[src/rtl/icache_responder.sv]
// Direct-mapped read-only instruction cache with a single-outstanding line refill.
// Optional hit/miss statistics counters are built when ICACHE_STATS_EN is defined.
module icache_responder #(
  parameter int SETS        = 8,
  parameter int BLOCK_WORDS = 2
) (
  input  logic        CLK,
  input  logic        RST,
  input  logic        icache_REN,
  input  logic [31:0] icache_addr,
  input  logic        icache_halt,
  output logic        icache_hit,
  output logic [31:0] icache_load,
  output logic        icache_halted,
  output logic        mem_REN,
  output logic [31:0] mem_addr,
  input  logic        mem_ready,
  input  logic [31:0] mem_load,
  output logic [31:0] hit_count,
  output logic [31:0] miss_count
);

  localparam int WB = $clog2(BLOCK_WORDS);
  localparam int IB = $clog2(SETS);
  localparam int CW = (WB > 0) ? WB : 1;
  localparam int TW = 30 - WB - IB;

  // state    | meaning
  // S_IDLE   | serving lookups, hits answered combinationally
  // S_FILL   | refilling fill_idx word by word from memory
  // S_HALTED | frozen until reset
  localparam logic [1:0] S_IDLE   = 2'd0;
  localparam logic [1:0] S_FILL   = 2'd1;
  localparam logic [1:0] S_HALTED = 2'd2;

  logic [1:0]    state;
  logic [SETS-1:0] valid;
  logic [TW-1:0] tags [SETS];
  logic [31:0]   data [SETS][BLOCK_WORDS];

  logic [TW-1:0] fill_tag;
  logic [IB-1:0] fill_idx;
  logic [CW-1:0] cnt;

  logic [TW-1:0] req_tag;
  logic [IB-1:0] req_idx;
  logic [CW-1:0] req_word;
  logic          lookup_hit;
  logic          miss;
  logic          last_word;
  logic          fill_beat;

  assign req_word = CW'((icache_addr >> 2) & 32'(BLOCK_WORDS - 1));
  assign req_idx  = IB'(icache_addr >> (2 + WB));
  assign req_tag  = TW'(icache_addr >> (2 + WB + IB));

  assign lookup_hit = (state == S_IDLE) && icache_REN && valid[req_idx] &&
                      (tags[req_idx] == req_tag);
  assign miss       = (state == S_IDLE) && icache_REN && !lookup_hit;
  assign last_word  = (cnt == CW'(BLOCK_WORDS - 1));
  // A halt in the same cycle as a beat wins, so the beat is dropped entirely.
  assign fill_beat  = (state == S_FILL) && mem_ready && !icache_halt;

  assign icache_hit    = lookup_hit;
  assign icache_load   = lookup_hit ? data[req_idx][req_word] : 32'd0;
  assign icache_halted = (state == S_HALTED);
  assign mem_REN       = (state == S_FILL);
  assign mem_addr      = (state == S_FILL) ?
                         ((32'(fill_tag) << (2 + WB + IB)) |
                          (32'(fill_idx) << (2 + WB)) |
                          (32'(cnt) << 2)) : 32'd0;

  always_ff @(posedge CLK) begin
    if (RST) begin
      state    <= S_IDLE;
      valid    <= '0;
      cnt      <= '0;
      fill_tag <= '0;
      fill_idx <= '0;
    end else if (icache_halt) begin
      state <= S_HALTED;
    end else begin
      case (state)
        S_IDLE: begin
          if (miss) begin
            state          <= S_FILL;
            fill_tag       <= req_tag;
            fill_idx       <= req_idx;
            valid[req_idx] <= 1'b0;
            cnt            <= '0;
          end
        end
        S_FILL: begin
          if (mem_ready) begin
            cnt <= cnt + CW'(1);
            if (last_word) begin
              valid[fill_idx] <= 1'b1;
              state           <= S_IDLE;
            end
          end
        end
        default: ;
      endcase
    end
  end

  always_ff @(posedge CLK) begin
    if (!RST && fill_beat) begin
      data[fill_idx][cnt] <= mem_load;
      if (last_word) tags[fill_idx] <= fill_tag;
    end
  end

`ifdef ICACHE_STATS_EN
  logic [31:0] hit_q;
  logic [31:0] miss_q;

  always_ff @(posedge CLK) begin
    if (RST) begin
      hit_q  <= 32'd0;
      miss_q <= 32'd0;
    end else begin
      if (icache_REN && lookup_hit) hit_q <= hit_q + 32'd1;
      if (miss && !icache_halt) miss_q <= miss_q + 32'd1;
    end
  end

  assign hit_count  = hit_q;
  assign miss_count = miss_q;
`else
  assign hit_count  = 32'd0;
  assign miss_count = 32'd0;
`endif

endmodule
[config.mk]
export PLATFORM = sky130hd
export DESIGN_NAME = icache_responder
export DESIGN_NICKNAME = d
export VERILOG_FILES = /design/src/rtl/icache_responder.sv
export SDC_FILE = /design/constraint.sdc
export NUM_CORES = 1
export LEC_CHECK = 0
export CAP_MARGIN = 0
export CORE_MARGIN = 2
export CORE_UTILIZATION = 59
export DETAILED_ROUTE_END_ITERATION = 10
export GPL_TIMING_DRIVEN = 0
export HOLD_SLACK_MARGIN = 0.06
export PLACE_DENSITY = 0.84
export RECOVER_POWER = 25
export SKIP_LAST_GASP = 1
export SYNTH_ARGS = -nofsm -noshare
export SYNTH_HDL_FRONTEND = slang
export SYNTH_SLANG_ARGS = --single-unit
[constraint.sdc]
create_clock -name CLK -period 4.8 [get_ports CLK]
set_input_delay 0.96 -clock CLK [delete_from_list [all_inputs] [get_ports CLK]]
set_output_delay 0.96 -clock CLK [all_outputs]
set_load 0.005 [all_outputs]
After elaboration in Yosys (flattened, before gate mapping)
Memories as Yosys holds them, arrays and structs flattened.
Index checks and enable logic that the tools add are counted.

word-level totals
  bits in writable memories = 720
  bits of input ports = 69
  latch bits = 0
  register bits after elaboration = 40
  memories = 2
  bits in read-only memories = 0

memories
  name  depth  width  rd ports  clocked after Yosys merged registers in  wr ports  RTL line  RTL
  data  8      64     1         0                                        1         39        logic [31:0] data [SETS][BLOCK_WORDS];
  tags  8      26     1         0                                        1         38        logic [TW-1:0] tags [SETS];

cells by class
  add/sub/neg operators = 1
  order comparisons = 7
  reductions and logical operators = 22
  multipliers = 0
  bitwise logic cells = 8
  muxes and demuxes = 30
  equality and inequality tests = 9
  div/mod/pow operators = 0
  shift-type cells = 0

operator list
  cell                  number
  $mux W32              6
  $mux W64              1
  $demux W32 S1         1
  $or A32 B3 Y32        1
  $or A32 B6 Y32        1
  $eq A26 B26 Y1        1
  $mux W8               3
  $pmux W8 S2           1
  $reduce_and A4 Y1     3
  $logic_and A1 B1 Y1   10
  $mux W1               9
  $and A8 B8 Y8         1
  $lt A3 B4 Y1 const B  2
  $mux W2               4
  $not A8 Y8            1
  $or A8 B8 Y8          1
  $demux W1 S3          2
  $ge A3 B1 Y1 const B  2
  $ne A3 B2 Y1 const B  2
  $reduce_and A5 Y1     1
  $ge A2 B2 Y1 const B  2
  $ne A2 B1 Y1 const B  2
  $not A1 Y2            2
  $pmux W2 S2           1
  other kinds (15)      17

Depth between registers and ports, before layout
Gate-level depths: netlist of run 1.

  word-level depth = 9
  mapped depth = 14
  depth with buffers taken out = 9

Least setup slack after synthesis of run 1
No wires, ideal clock.

  path kind = input-to-reg
  start = input icache_halt
  end = memory data[7][0] (netlist bit), enable pin
  path slack = 549 ps
  data required time = 4326 ps
  arrival = 3777 ps
  stages on the path = 3
  cells stage by stage = nor2_1 nand3_1 nor2_1

on the way
  cells in the longest elaborated chain, start to end = 5

RTL lines
  what                            RTL line  RTL
  start: declaration              11        input logic icache_halt,
  $logic_not A1 Y1                62        assign fill_beat = (state == S_FILL) && mem_ready && !icache_halt;
  $logic_and A1 B1 Y1             62
  $logic_and A1 B1 Y1             108       if (!RST && fill_beat) begin
  $mux W1                         108
  $mux W64 (not written as such)  109       data[fill_idx][cnt] <= mem_load;
  end: declaration                39

No other way between the ends.

Worst setup path in the final report of run 1
  start = input icache_addr[4]
  end = output icache_load[13]

on the way
  cells in the longest elaborated chain, start to end = 5

RTL lines
  what                                                                    RTL line  RTL
  start: declaration                                                      10        input logic [31:0] icache_addr,
  parallel branches: the longest is 4 deep, another holds $mem_v2 Z8 W26  --
  $mux W32 (*)                                                            65        assign icache_load = lookup_hit ? data[req_idx][req_word] : 32'd0;
  end: declaration                                                        13        output logic [31:0] icache_load,

Mark *: on every way between the ends. The select of a mux whose other input is x is not followed.

==> impl_metrics.xml, run 1 <==
<?xml version="1.0" encoding="UTF-8"?>
<metrics>
  <group name="timing">
    <metric name="grt_setup_unrepaired" unit="">yes</metric>
    <metric name="period_minus_slack" unit="ps">4946</metric>
    <metric name="clock_skew" unit="ps">28.29</metric>
    <metric name="final-setup-viol-count" unit="">12</metric>
    <metric name="fmax" unit="MHz">202.2</metric>
    <metric name="timing.final.crit_share" unit="">1.030</metric>
    <metric name="setup_total_negative_slack" unit="ps">-772.2</metric>
    <metric name="finalHoldViolations" unit="">0</metric>
    <metric name="actual_slew_at_the_worst_max_slew_pin" unit="ps">1213</metric>
    <metric name="slew_headroom" unit="">0.1911</metric>
    <metric name="worst_setup_slack_after_layout" unit="ps">-145.9</metric>
    <metric name="timing.final.max_slew_violations" unit="">0</metric>
  </group>
  <group name="run_status">
    <metric name="run_status" unit="">complete, but fails checks</metric>
    <metric name="violations" unit="">negative setup slack</metric>
  </group>
  <group name="logic_synthesis">
    <metric name="yosys_register_bits" unit="">760</metric>
    <metric name="ys_async_sr_fraction" unit="">0</metric>
    <metric name="syn_inst" unit="">1798</metric>
    <metric name="synthesis.area" unit="mm2">0.03020</metric>
    <metric name="synth_sequential_area_ratio" unit="">0.7424</metric>
    <metric name="synth_flop_cell" unit="">sky130_fd_sc_hd__edfxtp_1</metric>
    <metric name="count_of_flip_flops_with_a_built_in_enable_after_synthesis" unit="">720</metric>
    <metric name="synth_cell_type_count" unit="">56</metric>
    <metric name="synth.avg_cell_area" unit="um2">16.80</metric>
    <metric name="ys_warn_count" unit="">0</metric>
  </group>
  <group name="finish">
    <metric name="drive_gt1_frac" unit="">0.2263</metric>
    <metric name="final-instance-count-excl-fill" unit="">2841</metric>
    <metric name="most_common_cell_after_layout_fill_and_taps_aside" unit="">sky130_fd_sc_hd__edfxtp_1</metric>
    <metric name="syn_to_layout_area_delta" unit="%">20.74</metric>
    <metric name="top_library_cells_by_usage_in_the_layout_fill_and_taps_aside" unit="">720 x sky130_fd_sc_hd__edfxtp_1, 104 x sky130_fd_sc_hd__o22ai_1, 95 x sky130_fd_sc_hd__mux2i_1, 89 x sky130_fd_sc_hd__nor2_1, 84 x sky130_fd_sc_hd__buf_4</metric>
    <metric name="design.final.nets" unit="">2174</metric>
  </group>
  <group name="placed_design">
    <metric name="place.gp.congestion" unit="">0.8772</metric>
    <metric name="dpl.hpwl" unit="mm">53.58</metric>
    <metric name="place_inst" unit="">2692</metric>
    <metric name="place_worst_setup_slack" unit="ps">-2065</metric>
    <metric name="place.port_buffers" unit="">129</metric>
  </group>
  <group name="detailed_routing">
    <metric name="routed_via_density" unit="">6.864</metric>
    <metric name="final_routed_wirelength" unit="mm">90.97</metric>
    <metric name="drc_errors" unit="">0</metric>
    <metric name="routedWlPerCell" unit="um">32.02</metric>
    <metric name="first_iter_violations" unit="">3580</metric>
    <metric name="drt_first_pass_iters" unit="">6</metric>
    <metric name="drtAntennaViolNets" unit="">0</metric>
    <metric name="num_vias" unit="">19501</metric>
  </group>
  <group name="global_routing">
    <metric name="first_global_vias" unit="">19539</metric>
    <metric name="antenna_found_initial" unit="">8</metric>
    <metric name="groute.usage.overall" unit="">0.3406</metric>
    <metric name="grt_overflow_total" unit="">0</metric>
    <metric name="grt_first_pass_wirelength" unit="mm">129.2</metric>
    <metric name="largest_net_degree_at_the_start_of_global_routing" unit="">25</metric>
  </group>
  <group name="floorplan">
    <metric name="floorplan.io_pins" unit="">200</metric>
    <metric name="die_wd" unit="um">230.2</metric>
    <metric name="die_area" unit="mm2">0.05301</metric>
    <metric name="placeableCoreArea" unit="mm2">0.05038</metric>
    <metric name="floorplan.die.height" unit="um">230.2</metric>
    <metric name="start_util" unit="">0.5995</metric>
    <metric name="std_cell_rows" unit="">82</metric>
  </group>
  <group name="worst_hold_path">
    <metric name="timing.hold.worst.class" unit="">register to register</metric>
  </group>
  <group name="critical_path">
    <metric name="crit_path_frequent_cell" unit="">sky130_fd_sc_hd__buf_4</metric>
    <metric name="ff_to_ff_path_depth" unit="">6</metric>
    <metric name="critical_path.slowest_cell" unit="">sky130_fd_sc_hd__nor4_4</metric>
    <metric name="critical_path_class" unit="">input port to output pin</metric>
    <metric name="cp_top_family" unit="">buffers and inverters</metric>
    <metric name="r2r-end" unit="">tags[1][4]</metric>
    <metric name="timing.reg2reg.setup_slack" unit="ps">1420</metric>
    <metric name="critPathMaxStageDelay" unit="ps">330</metric>
    <metric name="r2r-start" unit="">state[1]</metric>
    <metric name="worstSetupStartpoint" unit="">icache_addr[4]</metric>
    <metric name="timing.critical_path.buf_inv" unit="">8</metric>
    <metric name="cp_num_cells" unit="">15</metric>
    <metric name="crit_fanout" unit="">10</metric>
    <metric name="crit_path_end" unit="">icache_load[13]</metric>
    <metric name="crit_path_start_kind" unit="">input port</metric>
    <metric name="endpoint_kind" unit="">output pin</metric>
    <metric name="worstPathCellList" unit="">buf_4 &gt; buf_12 &gt; buf_6 &gt; mux4_2 &gt; mux2i_1 &gt; xor2_1 &gt; nand4_1 &gt; nor4_4 &gt; nand4_2 &gt; buf_6 &gt; buf_4 &gt; buf_4 &gt; buf_8 &gt; a21oi_4 &gt; dlymetal6s2s_1</metric>
    <metric name="cp_data_required_time" unit="ps">3840</metric>
    <metric name="arrival" unit="ps">3990</metric>
  </group>
  <group name="power_and_ir_drop">
    <metric name="power_density" unit="mW/mm2">376.4</metric>
    <metric name="leakage" unit="nW">12.85</metric>
    <metric name="fin_total_pwr" unit="mW">13.73</metric>
    <metric name="max-vdd-ir-drop" unit="uV">241.4</metric>
  </group>
  <group name="job">
    <metric name="maxcap_violations" unit="">0</metric>
  </group>
  <group name="clocking">
    <metric name="max-clock-path-buffers" unit="">3</metric>
    <metric name="tritoncts_num_sinks" unit="">760</metric>
    <metric name="htree_num_levels" unit="">3</metric>
    <metric name="clock-root-buffer" unit="">sky130_fd_sc_hd__clkbuf_16</metric>
    <metric name="clock_latency" unit="ps">650</metric>
    <metric name="numCtsBuffers" unit="">74</metric>
    <metric name="cts_tree" unit="">yes</metric>
    <metric name="cts.clk_slew.worst_paths" unit="ps">60</metric>
  </group>
</metrics>
stage by stage:
stage	instance area, um2	hold slack, ps	util
6_report	36470	531.7	0.7239
5_1_grt	36460	559.2	0.7237
4_1_cts	36240	527.2	0.7195
3_5_place_dp	33350	514.7	0.6620
3_3_place_gp	32580	483.5	0.6467
2_1_floorplan	30440	473.1	-
worst min path at each step:
stage	startpoint	endpoint	slack, ps	cells after the start
final	state[1]	state[1]	530	2
after global routing	valid[7]	valid[7]	560	2
after CTS	state[1]	state[1]	530	2
after detailed placement	state[1]	state[1]	510	2
after global placement	valid[0]	valid[0]	480	2
after floorplan	valid[2]	valid[2]	470	2
metal layers:
| metal | routed length [um] | share of wire | global-route usage | vias up |
|---|---|---|---|---|
| li1 | - | - | - | 7617 |
| met1 | 28750 | 0.32 | 0.4121 | 9382 |
| met2 | 42220 | 0.46 | 0.5293 | 2014 |
| met3 | 13770 | 0.15 | 0.1188 | 478 |
| met4 | 6160 | 0.068 | 0.2075 | 10 |
| met5 | 65 | 0.00071 | 0 | - |
timing repair:
item / 4_1_cts / 5_1_grt
hold buffers: 0 / 0
setup endpoints to repair: 33 / 33
buffers inserted: 8 / 3
pin swaps: 7 / 8
gates cloned: 1 / 1
gates resized for setup: 197 / 69
synth_stat cells, types with 3 or more instances:
master                      instances  area (um2)
sky130_fd_sc_hd__edfxtp_1         720       21620
sky130_fd_sc_hd__nor2_1           113       424.2
sky130_fd_sc_hd__o22ai_1          104       650.6
sky130_fd_sc_hd__mux2i_1           99       991.0
sky130_fd_sc_hd__mux2_2            76       855.8
sky130_fd_sc_hd__buf_4             69       518.0
sky130_fd_sc_hd__a21oi_1           68       340.3
sky130_fd_sc_hd__clkbuf_1          66       247.7
sky130_fd_sc_hd__nand2b_1          64       400.4
sky130_fd_sc_hd__mux4_2            51        1149
sky130_fd_sc_hd__dfxtp_1           40       800.8
sky130_fd_sc_hd__o221ai_1          38       332.8
sky130_fd_sc_hd__o21ai_0           33       165.2
sky130_fd_sc_hd__and3_1            31       193.9
sky130_fd_sc_hd__nand2_1           25       93.84
sky130_fd_sc_hd__buf_2             23       115.1
sky130_fd_sc_hd__xor2_1            22       192.7
sky130_fd_sc_hd__nor3_1            19       95.09
sky130_fd_sc_hd__a211oi_1          15       112.6
sky130_fd_sc_hd__nand3_1           11       55.05
sky130_fd_sc_hd__buf_1              9       33.78
sky130_fd_sc_hd__a221oi_1           8       70.07
sky130_fd_sc_hd__o21bai_1           8       60.06
sky130_fd_sc_hd__a31oi_1            7       43.79
sky130_fd_sc_hd__buf_6              7       78.83
sky130_fd_sc_hd__o211ai_1           7       52.55
sky130_fd_sc_hd__a311oi_1           5       43.79
sky130_fd_sc_hd__o2111ai_1          5       43.79
sky130_fd_sc_hd__a22oi_1            4       30.03
sky130_fd_sc_hd__inv_1              4       15.01
sky130_fd_sc_hd__o22a_1             4       35.03
sky130_fd_sc_hd__or3_1              4       25.02
sky130_fd_sc_hd__a221o_1            3       30.03
sky130_fd_sc_hd__a22o_1             3       26.28
sky130_fd_sc_hd__nand3b_1           3       22.52
sky130_fd_sc_hd__nand4_1            3       18.77
sky130_fd_sc_hd__nor2b_1            3       18.77
sky130_fd_sc_hd__xnor2_1            3       26.28
power breakdown:
part / leakage, nW / internal (mW) / switching [mW]
sequential: 7.02 / 7.25 / 0.0295
combinational: 4.71 / 0.323 / 0.544
clock: 1.12 / 3.06 / 2.51
state kept, by name (all words and copies together), names as in the netlist:
signal and cells:
data 512, tags 208, fill_tag 26, valid 8
fill_idx 3, state 2, cnt 1
cell families after synthesis:
group,count (synthesis),share of synthesized area
flip-flops,760,0.7424
AO/OA/AOI/OAI,320,0.06985
AND/OR/NAND/NOR,285,0.04740
multiplexers,226,0.09918
buffers and inverters,181,0.03377
XOR/XNOR,25,0.007250
other,1,0.0001242
worst min-delay path: cells and delay by family (launching register included):
kind,cells,cell delay (ps)
flops,1,340
simple gates,2,160
layout make-up:
class,instances,area [um2]
Clock buffer,93,1986
Tap cell,672,840.8
Inverter,7,37.54
Buffer,170,1336
Timing Repair Buffer,170,2151
Multi-Input combinational cell,922,7390
Antenna cell,4,10.01
Clock inverter,43,292.8
Fill cell,2797,13910
Sequential cell,760,22420
Note: power is estimated with default switching activity, not from simulation.
==> inputs of run 2 (changes only) <==
--- a/config.mk
+++ b/config.mk
@@ -11,7 +11,7 @@
 export DETAILED_ROUTE_END_ITERATION = 10
 export GPL_TIMING_DRIVEN = 0
 export HOLD_SLACK_MARGIN = 0.06
-export PLACE_DENSITY = 0.84
+export PLACE_DENSITY_LB_ADDON = 0.08
 export RECOVER_POWER = 25
 export SKIP_LAST_GASP = 1
 export SYNTH_ARGS = -nofsm -noshare
==> impl_metrics.xml, run 2 (same netlist as run 1, synthesis figures left out) <==
<?xml version="1.0" encoding="UTF-8"?>
<metrics>
  <group name="critical_path">
    <metric name="critical_path.slowest_cell" unit="">sky130_fd_sc_hd__clkdlybuf4s50_1</metric>
    <metric name="endpoint_kind" unit="">output pin</metric>
    <metric name="crit_path_start_kind" unit="">input port</metric>
    <metric name="arrival" unit="ps">4030</metric>
    <metric name="r2r-end" unit="">tags[5][19]</metric>
    <metric name="timing.reg2reg.setup_slack" unit="ps">1430</metric>
    <metric name="crit_path_frequent_cell" unit="">sky130_fd_sc_hd__buf_4</metric>
    <metric name="cp_top_family" unit="">buffers and inverters</metric>
    <metric name="cp_num_cells" unit="">12</metric>
    <metric name="critPathMaxStageDelay" unit="ps">570</metric>
    <metric name="ff_to_ff_path_depth" unit="">6</metric>
    <metric name="timing.critical_path.buf_inv" unit="">7</metric>
    <metric name="r2r-start" unit="">state[1]</metric>
    <metric name="crit_fanout" unit="">10</metric>
    <metric name="critical_path_class" unit="">input port to output pin</metric>
    <metric name="worstPathCellList" unit="">buf_4 &gt; buf_12 &gt; buf_4 &gt; buf_6 &gt; buf_4 &gt; nand2b_1 &gt; clkbuf_8 &gt; o22ai_1 &gt; a211oi_1 &gt; nor2_1 &gt; a311oi_2 &gt; clkdlybuf4s50_1</metric>
    <metric name="cp_data_required_time" unit="ps">3840</metric>
  </group>
  <group name="floorplan">
    <metric name="die_area" unit="mm2">0.05301</metric>
    <metric name="floorplan.io_pins" unit="">200</metric>
    <metric name="std_cell_rows" unit="">82</metric>
    <metric name="floorplan.die.height" unit="um">230.2</metric>
    <metric name="die_wd" unit="um">230.2</metric>
    <metric name="start_util" unit="">0.5995</metric>
    <metric name="placeableCoreArea" unit="mm2">0.05038</metric>
  </group>
  <group name="timing">
    <metric name="grt_setup_unrepaired" unit="">yes</metric>
    <metric name="setup_total_negative_slack" unit="ps">-332.0</metric>
    <metric name="actual_slew_at_the_worst_max_slew_pin" unit="ps">1124</metric>
    <metric name="clock_skew" unit="ps">22.23</metric>
    <metric name="final-setup-viol-count" unit="">5</metric>
    <metric name="finalHoldViolations" unit="">0</metric>
    <metric name="timing.final.max_slew_violations" unit="">0</metric>
    <metric name="period_minus_slack" unit="ps">4992</metric>
    <metric name="timing.final.crit_share" unit="">1.040</metric>
    <metric name="holdWs" unit="ps">512.8</metric>
    <metric name="fmax" unit="MHz">200.3</metric>
    <metric name="worst_setup_slack_after_layout" unit="ps">-192.2</metric>
    <metric name="slew_headroom" unit="">0.2507</metric>
  </group>
  <group name="finish">
    <metric name="design.final.nets" unit="">2190</metric>
    <metric name="fillCellCount" unit="">3127</metric>
    <metric name="final-instance-count-excl-fill" unit="">2850</metric>
    <metric name="top_library_cells_by_usage_in_the_layout_fill_and_taps_aside" unit="">720 x sky130_fd_sc_hd__edfxtp_1, 104 x sky130_fd_sc_hd__o22ai_1, 102 x sky130_fd_sc_hd__buf_4, 96 x sky130_fd_sc_hd__mux2i_1, 87 x sky130_fd_sc_hd__nor2_1</metric>
    <metric name="top_register" unit="">data</metric>
    <metric name="syn_to_layout_area_delta" unit="%">20.78</metric>
    <metric name="antenna_cells" unit="">0</metric>
    <metric name="largest_registers" unit="">data x512, tags x208, fill_tag x26</metric>
    <metric name="stdcell_area" unit="mm2">0.03648</metric>
    <metric name="number_of_flip_flops_in_the_largest_register" unit="">512</metric>
    <metric name="most_common_cell_after_layout_fill_and_taps_aside" unit="">sky130_fd_sc_hd__edfxtp_1</metric>
    <metric name="postLayoutCoreUtil" unit="">0.7241</metric>
    <metric name="drive_gt1_frac" unit="">0.2369</metric>
  </group>
  <group name="run_status">
    <metric name="run_status" unit="">complete, but fails checks</metric>
    <metric name="violations" unit="">negative setup slack</metric>
  </group>
  <group name="power_and_ir_drop">
    <metric name="leakage" unit="nW">12.50</metric>
    <metric name="pwr-share-comb" unit="">0.063</metric>
    <metric name="fin_total_pwr" unit="mW">13.81</metric>
    <metric name="sw_frac_of_total" unit="">0.2162</metric>
    <metric name="power.clock.fraction" unit="">0.409</metric>
    <metric name="power_density" unit="mW/mm2">378.5</metric>
    <metric name="max-vdd-ir-drop" unit="uV">334.5</metric>
    <metric name="total_switching_power" unit="mW">2.984</metric>
    <metric name="power_report.internal_total" unit="mW">10.82</metric>
    <metric name="sequential_power_share" unit="">0.528</metric>
  </group>
  <group name="worst_hold_path">
    <metric name="hold_path_depth" unit="">2</metric>
    <metric name="timing.hold.worst.class" unit="">register to register</metric>
    <metric name="worst_hold_startpoint" unit="">valid[2]</metric>
    <metric name="min_to" unit="">valid[2]</metric>
  </group>
  <group name="clocking">
    <metric name="numCtsBuffers" unit="">77</metric>
    <metric name="cts.clk_slew.worst_paths" unit="ps">60</metric>
    <metric name="clock-root-buffer" unit="">sky130_fd_sc_hd__clkbuf_16</metric>
    <metric name="clock_latency" unit="ps">630</metric>
    <metric name="cts_tree" unit="">yes</metric>
    <metric name="htree_num_levels" unit="">3</metric>
    <metric name="holdBufCountCts" unit="">0</metric>
    <metric name="max-clock-path-buffers" unit="">3</metric>
    <metric name="tritoncts_num_sinks" unit="">760</metric>
  </group>
  <group name="detailed_routing">
    <metric name="drt_first_pass_iters" unit="">7</metric>
    <metric name="num_vias" unit="">18475</metric>
    <metric name="drc_errors" unit="">0</metric>
    <metric name="routed_via_density" unit="">6.482</metric>
    <metric name="final_routed_wirelength" unit="mm">88.57</metric>
    <metric name="first_iter_violations" unit="">2580</metric>
    <metric name="drtAntennaViolNets" unit="">0</metric>
    <metric name="routedWlPerCell" unit="um">31.08</metric>
  </group>
  <group name="global_routing">
    <metric name="antenna_found_initial" unit="">2</metric>
    <metric name="largest_net_degree_at_the_start_of_global_routing" unit="">23</metric>
    <metric name="groute.usage.overall" unit="">0.3334</metric>
    <metric name="grt_first_pass_wirelength" unit="mm">124.7</metric>
    <metric name="grt_overflow_total" unit="">0</metric>
    <metric name="first_global_vias" unit="">18001</metric>
  </group>
  <group name="placed_design">
    <metric name="place.port_buffers" unit="">129</metric>
    <metric name="place_inst" unit="">2692</metric>
    <metric name="place_worst_setup_slack" unit="ps">-2322</metric>
    <metric name="place.gp.congestion" unit="">0.8715</metric>
    <metric name="dpl-instance-area" unit="mm2">0.03335</metric>
    <metric name="dpl.hpwl" unit="mm">54.39</metric>
  </group>
  <group name="job">
    <metric name="maxcap_violations" unit="">0</metric>
  </group>
</metrics>
==> run 2: what timing repair did <==
item                       CTS  global route
setup endpoints to repair   33            33
gates cloned                 2             2
hold endpoints to repair     0             0
pin swaps                    9             5
gates resized for setup    220            83
buffers inserted            10            14
==> run 2: area by class of cell <==
type | instances | area (um2) | area share
inverter | 7 | 35.03 | 0.0009605
sequential | 760 | 22420 | 0.6147
buffer | 168 | 1316 | 0.03609
multi-input combinational | 922 | 7417 | 0.2033
timing repair buffer | 185 | 2131 | 0.05842
clock inverter | 24 | 182.7 | 0.005008
tap | 672 | 840.8 | 0.02305
clock buffer | 112 | 2131 | 0.05842
==> run 2: power by group through the flow <==
stage | Sequential (mW) | Clock [mW] | Combinational [mW]
2_1_floorplan | 7.41 | 0 | 0.425
3_3_place_gp | 7.42 | 0 | 0.754
3_5_place_dp | 7.42 | 0 | 0.772
4_1_cts | 7.28 | 5.64 | 0.830
5_1_grt | 7.28 | 5.91 | 0.907
6_report | 7.28 | 5.65 | 0.871
==> run 2: worst min-delay path: stages, from the launching register on <==
cell                       delay (ps)
sky130_fd_sc_hd__dfxtp_1          310
sky130_fd_sc_hd__nor2_1           100
sky130_fd_sc_hd__a311oi_1          50
==> run 2: how the worst max path moves through the flow <==
stage	slack (ps)	to	start
final	-190	icache_load[21]	icache_addr[4]
after global routing	-220	icache_load[21]	icache_addr[5]
after CTS	-160	icache_load[21]	icache_addr[3]
after detailed placement	-2320	icache_load[27]	icache_addr[5]
after global placement	-3530	data[2][20]	icache_halt
after floorplan	550	data[7][0]	icache_halt
==> run 2: per-layer routing <==
metal | track usage | share of wire | vias up
li1 | - | - | 7658
met3 | 0.06597 | 0.10 | 282
met4 | 0.1538 | 0.053 | 2
met1 | 0.4353 | 0.36 | 9266
met2 | 0.5452 | 0.49 | 1267
met5 | 0 | 0.00016 | -
